File: config.mk
export PLATFORM = sky130hd
export DESIGN_NAME = hidden_layer_sequencer
export DESIGN_NICKNAME = d
export VERILOG_FILES = /design/src/rtl/hidden_layer_sequencer.sv
export SDC_FILE = /design/constraint.sdc
export NUM_CORES = 1
export LEC_CHECK = 0
export ABC_AREA = 1
export CORE_UTILIZATION = 35
export CTS_CLUSTER_SIZE = 10
export DETAILED_ROUTE_END_ITERATION = 8
export GPL_TIMING_DRIVEN = 0
export PLACE_DENSITY = 0.68
export SETUP_SLACK_MARGIN = 0.3
export SLEW_MARGIN = 20
export SYNTH_ARGS = -nofsm -noshare
export SYNTH_HDL_FRONTEND = slang
export SYNTH_SLANG_ARGS = --single-unit
File: constraint.sdc
create_clock -name i_clk -period 2.05 [get_ports i_clk]
set_input_delay 0.3075 -clock i_clk [delete_from_list [all_inputs] [get_ports i_clk]]
set_output_delay 0.3075 -clock i_clk [all_outputs]
set_load 0.02 [all_outputs]
File: src/rtl/hidden_layer_sequencer.sv
// rtl/hidden_layer_sequencer.sv - feeds one activation vector into a hidden layer and gathers its outputs
// FSM IDLE -> FEED -> WAIT -> DONE; results are captured first-valid-wins per neuron.
module hidden_layer_sequencer #(
    parameter int NUM_INPUTS     = 16,
    parameter int NUM_OUTPUTS    = 8,
    parameter int WIDTH          = 8,
    parameter int TIMEOUT_CYCLES = 256
) (
    input  logic                         i_clk,
    input  logic                         i_rst,
    input  logic                         i_start,
    output logic                         o_busy,
    input  logic [WIDTH-1:0]             i_s_value,
    input  logic                         i_s_valid,
    output logic                         o_s_ready,
    input  logic                         i_layer_ready,
    output logic [WIDTH-1:0]             o_layer_value,
    output logic                         o_layer_valid,
    input  logic [NUM_OUTPUTS*WIDTH-1:0] i_layer_values,
    input  logic [NUM_OUTPUTS-1:0]       i_layer_valids,
    input  logic                         i_layer_overflow,
    output logic [NUM_OUTPUTS*WIDTH-1:0] o_results,
    output logic                         o_results_valid,
    output logic                         o_overflow,
    output logic                         o_timeout
);

    localparam int IW = $clog2(NUM_INPUTS + 1);
    localparam int TW = $clog2(TIMEOUT_CYCLES + 1);

    typedef enum logic [1:0] {
        S_IDLE,
        S_FEED,
        S_WAIT,
        S_DONE
    } state_t;

    state_t                         r_state;
    state_t                         w_next;
    logic [IW-1:0]                  r_in_cnt;
    logic [TW-1:0]                  r_tmo_cnt;
    logic [NUM_OUTPUTS-1:0]         r_got;
    logic [NUM_OUTPUTS*WIDTH-1:0]   r_results;
    logic [WIDTH-1:0]               r_layer_value;
    logic                           r_layer_valid;
    logic                           r_overflow;
    logic                           r_timeout;

    logic w_beat;
    logic w_last_beat;
    logic w_all_got;
    logic w_tmo_hit;

    assign o_s_ready   = (r_state == S_FEED) && i_layer_ready && (r_in_cnt < IW'(NUM_INPUTS));
    assign w_beat      = i_s_valid && o_s_ready;
    assign w_last_beat = w_beat && (r_in_cnt == IW'(NUM_INPUTS - 1));
    // Completion counts neurons arriving this very cycle, so it can beat a same-cycle timeout.
    assign w_all_got   = &(r_got | i_layer_valids);
    assign w_tmo_hit   = (r_tmo_cnt == TW'(TIMEOUT_CYCLES - 1));

    always_comb begin
        w_next = r_state;
        case (r_state)
            S_IDLE: if (i_start) w_next = S_FEED;
            S_FEED: if (w_last_beat) w_next = S_WAIT;
            S_WAIT: begin
                if (w_all_got) w_next = S_DONE;
                else if (w_tmo_hit) w_next = S_IDLE;
            end
            S_DONE: w_next = S_IDLE;
            default: w_next = S_IDLE;
        endcase
    end

    always_ff @(posedge i_clk) begin
        if (i_rst) begin
            r_state       <= S_IDLE;
            r_in_cnt      <= '0;
            r_tmo_cnt     <= '0;
            r_got         <= '0;
            r_results     <= '0;
            r_layer_value <= '0;
            r_layer_valid <= 1'b0;
            r_overflow    <= 1'b0;
            r_timeout     <= 1'b0;
        end else begin
            r_state       <= w_next;
            r_layer_valid <= 1'b0;
            case (r_state)
                S_IDLE: begin
                    if (i_start) begin
                        r_overflow <= 1'b0;
                        r_timeout  <= 1'b0;
                        r_got      <= '0;
                        r_in_cnt   <= '0;
                        r_tmo_cnt  <= '0;
                    end
                end
                S_FEED: begin
                    if (w_beat) begin
                        r_layer_value <= i_s_value;
                        r_layer_valid <= 1'b1;
                        r_in_cnt      <= r_in_cnt + IW'(1);
                    end
                end
                S_WAIT: begin
                    for (int i = 0; i < NUM_OUTPUTS; i++) begin
                        if (i_layer_valids[i] && !r_got[i]) begin
                            r_results[i*WIDTH +: WIDTH] <= i_layer_values[i*WIDTH +: WIDTH];
                            r_got[i]                    <= 1'b1;
                        end
                    end
                    if (!w_all_got) begin
                        r_tmo_cnt <= r_tmo_cnt + TW'(1);
                        if (w_tmo_hit) r_timeout <= 1'b1;
                    end
                end
                default: ;
            endcase
            if (r_state != S_IDLE && i_layer_overflow) r_overflow <= 1'b1;
        end
    end

    assign o_busy          = (r_state != S_IDLE);
    assign o_layer_value   = r_layer_value;
    assign o_layer_valid   = r_layer_valid;
    assign o_results       = r_results;
    assign o_results_valid = (r_state == S_DONE);
    assign o_overflow      = r_overflow;
    assign o_timeout       = r_timeout;

endmodule
==> run_results.csv <==
group,metric,value,unit
pwr,power,0.00631,W
timing,slew_headroom,66.7,%
worst_setup_path,end_kind,"primary output",
detailed_routing,drt-initial-drc-count,182,
pwr,p_sw_share,36.7,%
floorplanning,die_w,108,µm
cells_and_area,layout-drive-gt1-share,5.69,%
global_routing,grt_max_degree,16,
global_routing,grt.overflow.total,0,
detailed_routing,wire_per_inst,12.9,µm
placement,portBuffers,162,
global_routing,grt_pass1_wl,17.7,mm
synthesis,postSynthAreaPerCell,7.41,µm²
floorplanning,die_area,0.0116,mm²
detailed_routing,vias,3958,
clock_tree,numClockSinks,99,
floorplanning,io_pins,164,
worst_setup_path,rr_worst_depth,11,
worst_setup_path,crit_type,"reg -> out",
pwr,vdd_drop_max,631,µV
detailed_routing,antenna_left,0,
worst_setup_path,cp_max_fo,2,
clock_tree,cts_buffer_depth,2,
synthesis,ys_types,26,
floorplanning,initial_core_util,36.0,%
worst_setup_path,cp.depth,1,
worst_setup_path,r2r_setup_slack,0.46,ns
clock_tree,clk_pin_slew,0.09,ns
clock_tree,htree_levels,3,
synthesis,ys_seq_area_share,50.8,%
timing,fmax,608,MHz
synthesis,syn_nets,616,
timing,finalHoldViolCount,0,
worst_setup_path,worst-path-buf-inv,1,
clock_tree,clkLatencyLatePin,0.35,ns
detailed_routing,viasPerCell,4.70,
timing,finClkSkew,0.00850,ns
min_path,hold-path-endpoint,"r_tmo_cnt[6]",
clock_tree,cts-root-buf,"clkbuf_8",
synthesis,synth-seq-cells,99,
timing,timing.final.setup_violations,0,
timing,rsz0062_at_grt,"yes",
placement,dpl.hpwl,8.27,mm
placement,placed_area,0.00570,mm²
worst_setup_path,crit_chain,"clkdlybuf4s50_1",
synthesis,async_flop_share,0,%
timing,fin_setup_tns,0,ns
synthesis,synth_area_leaders,"dfxtp_1 (51%), nor2_1 (15%), o21ai_0 (8.1%)",
floorplanning,coreArea,0.0108,mm²
cells_and_area,nets,789,
pwr,power.share.clock,19.6,%
synthesis,yosysWarningCount,0,
clock_tree,postCtsHoldBufs,0,
cells_and_area,flow.area_growth_from_synthesis,51.3,%
synthesis,ys_top_cells_by_count,"nor2_1 (153), dfxtp_1 (99), nand2_1 (75)",
floorplanning,rows,38,
pwr,intPower,0.00399,W
pwr,combPwrFrac,40.5,%
detailed_routing,drc,0,
timing,slew_viol_final,0,
synthesis,synth_edf_count,0,
clock_tree,cts_inserted_buffers,9,
min_path,min-delay-start,"i_rst",
worst_setup_path,worst_ep_arrival_time,1.34,ns
global_routing,track_usage,19.6,%
synthesis,synth-main-ff-cell,"dfxtp_1",
pwr,power_frac_seq,40.0,%
timing,fin_crit_sh,80.3,%
synthesis,yosys.cell_count.top_type,"nor2_1",
detailed_routing,routed_wl,10.9,mm
min_path,hold_class,"in -> reg",
synthesis,yosysTopAreaCell,"dfxtp_1",
cells_and_area,finalInstanceArea,0.00590,mm²
worst_setup_path,worstPathRequired,1.74,ns
synthesis,yosysTopAreaCellShare,50.8,%
placement,place_ws,0.118,ns
clock_tree,cts_setup_buffers,0,
detailed_routing,dr.pass1.iters,5,
pwr,leakagePower,2.25,nW
worst_setup_path,reg2reg_to,"r_state[0]",
global_routing,antenna_found_initial,0,
placement,gp_congestion,0.802,
worst_setup_path,start_kind,"flop",
flow_run,drv_cap,0,
timing,post-route-min-period,1.65,ns
min_path,whs_path_depth,2,
timing,worst_pin_slew,0.499,ns
pwr,p_per_area,1070,mW/mm²
pwr,p_sw,0.00232,W
clock_tree,cts_tree,"yes",
cells_and_area,n_fill_cell,1069,
cells_and_area,diodes,0,
worst_setup_path,crit_family,"buffers and inverters",
global_routing,grt_pass1_vias,3811,
run_status,status,"finished clean",
timing,setup_ws,0.404,ns
worst_setup_path,cpMaxStageDelayCell,"clkdlybuf4s50_1",
worst_setup_path,r2r-start,"r_tmo_cnt[0]",
worst_setup_path,cpPeakStageDelay,0.64,ns
synthesis,syn_inst,526,
synthesis,netlist_area,0.00390,mm²
floorplanning,die_h,108,µm
-- routing by layer --
layer	GRT usage, %	wire length (µm)	vias up
li1	-	-	2021
met5	0	0	-
met4	6.46	125	0
met2	34.9	5350	135
met3	5.69	804	11
met1	22.2	4580	1791
-- power by group through the flow --
| stage | Clock (W) | Combinational, W | Sequential [W] |
|---|---|---|---|
| 2_1_floorplan | 0 | 0.00111 | 0.00292 |
| 3_3_place_gp | 0 | 0.00253 | 0.00254 |
| 4_1_cts | 0.00128 | 0.00258 | 0.00252 |
| 3_5_place_dp | 0 | 0.00258 | 0.00256 |
| 6_report | 0.00124 | 0.00255 | 0.00252 |
| 5_1_grt | 0.00136 | 0.00281 | 0.00257 |
-- through the flow --
stage,instances,utilization (%),hold WS (ns)
6_report,843,54.4,0.260
5_1_grt,843,54.4,0.261
4_1_cts,843,54.3,0.246
3_5_place_dp,828,52.6,0.450
3_3_place_gp,828,52.6,0.447
2_1_floorplan,526,-,0.444
-- logic make-up after synthesis --
| logic type | Yosys count | share of synthesized area, % |
|---|---|---|
| AND/OR/NAND/NOR | 264 | 28.6 |
| AO/OA/AOI/OAI | 100 | 13.0 |
| flip-flops | 99 | 50.8 |
| buffers and inverters | 59 | 6.26 |
| adder cells (fa/ha/maj) | 4 | 1.28 |
-- registers in the layout (all words and copies together) (netlist names), 2 cells and up --
| signal | count |
|---|---|
| o_results | 64 |
| r_tmo_cnt | 9 |
| o_layer_value | 8 |
| r_got | 8 |
| r_in_cnt | 5 |
| r_state | 2 |
-- worst max path at each step --
stage | start | endpoint | slack (ns)
finish | o_results[33] | o_results[33] | 0.40
global route | r_tmo_cnt[0] | r_state[0] | 0.26
CTS | r_tmo_cnt[1] | r_tmo_cnt[8] | 0.32
detailed placement | i_layer_ready | o_s_ready | 0.12
global placement | i_layer_ready | o_s_ready | 0.12
floorplan | r_tmo_cnt[0] | r_tmo_cnt[8] | 0.55
-- layout make-up --
type / count / area [µm²] / share of cell area [%]
sequential: 99 / 1990 / 33.7
multi-input combinational: 368 / 1690 / 28.7
timing repair buffer: 162 / 1610 / 27.3
tap: 140 / 175 / 2.97
inverter: 45 / 169 / 2.86
clock buffer: 11 / 141 / 2.40
buffer: 14 / 75.1 / 1.27
clock inverter: 4 / 51.3 / 0.869
-- cells in the final DEF, fill, tap and decap left out, types with 2 or more instances in the layout --
cell type / n
clkdlybuf4s50_1: 159
nand3_1: 18
buf_2: 3
o21bai_1: 2
a21oi_1: 31
nand2_4: 2
clkbuf_2: 2
clkbuf_1: 8
o21ai_1: 3
nand2_2: 3
inv_2: 3
nand2_1: 74
inv_1: 41
clkbuf_8: 10
nand3_4: 3
buf_4: 2
ha_1: 4
nor2_1: 151
nand3b_1: 4
nor3b_1: 2
dfxtp_1: 97
nand4_1: 2
o21ai_0: 63
nor2_4: 2
-- timing repair --
item	CTS	global route
gates resized for setup	5	11
pin swaps	0	1
setup endpoints to repair	6	13
Note: power is estimated with default switching activity, not from simulation.
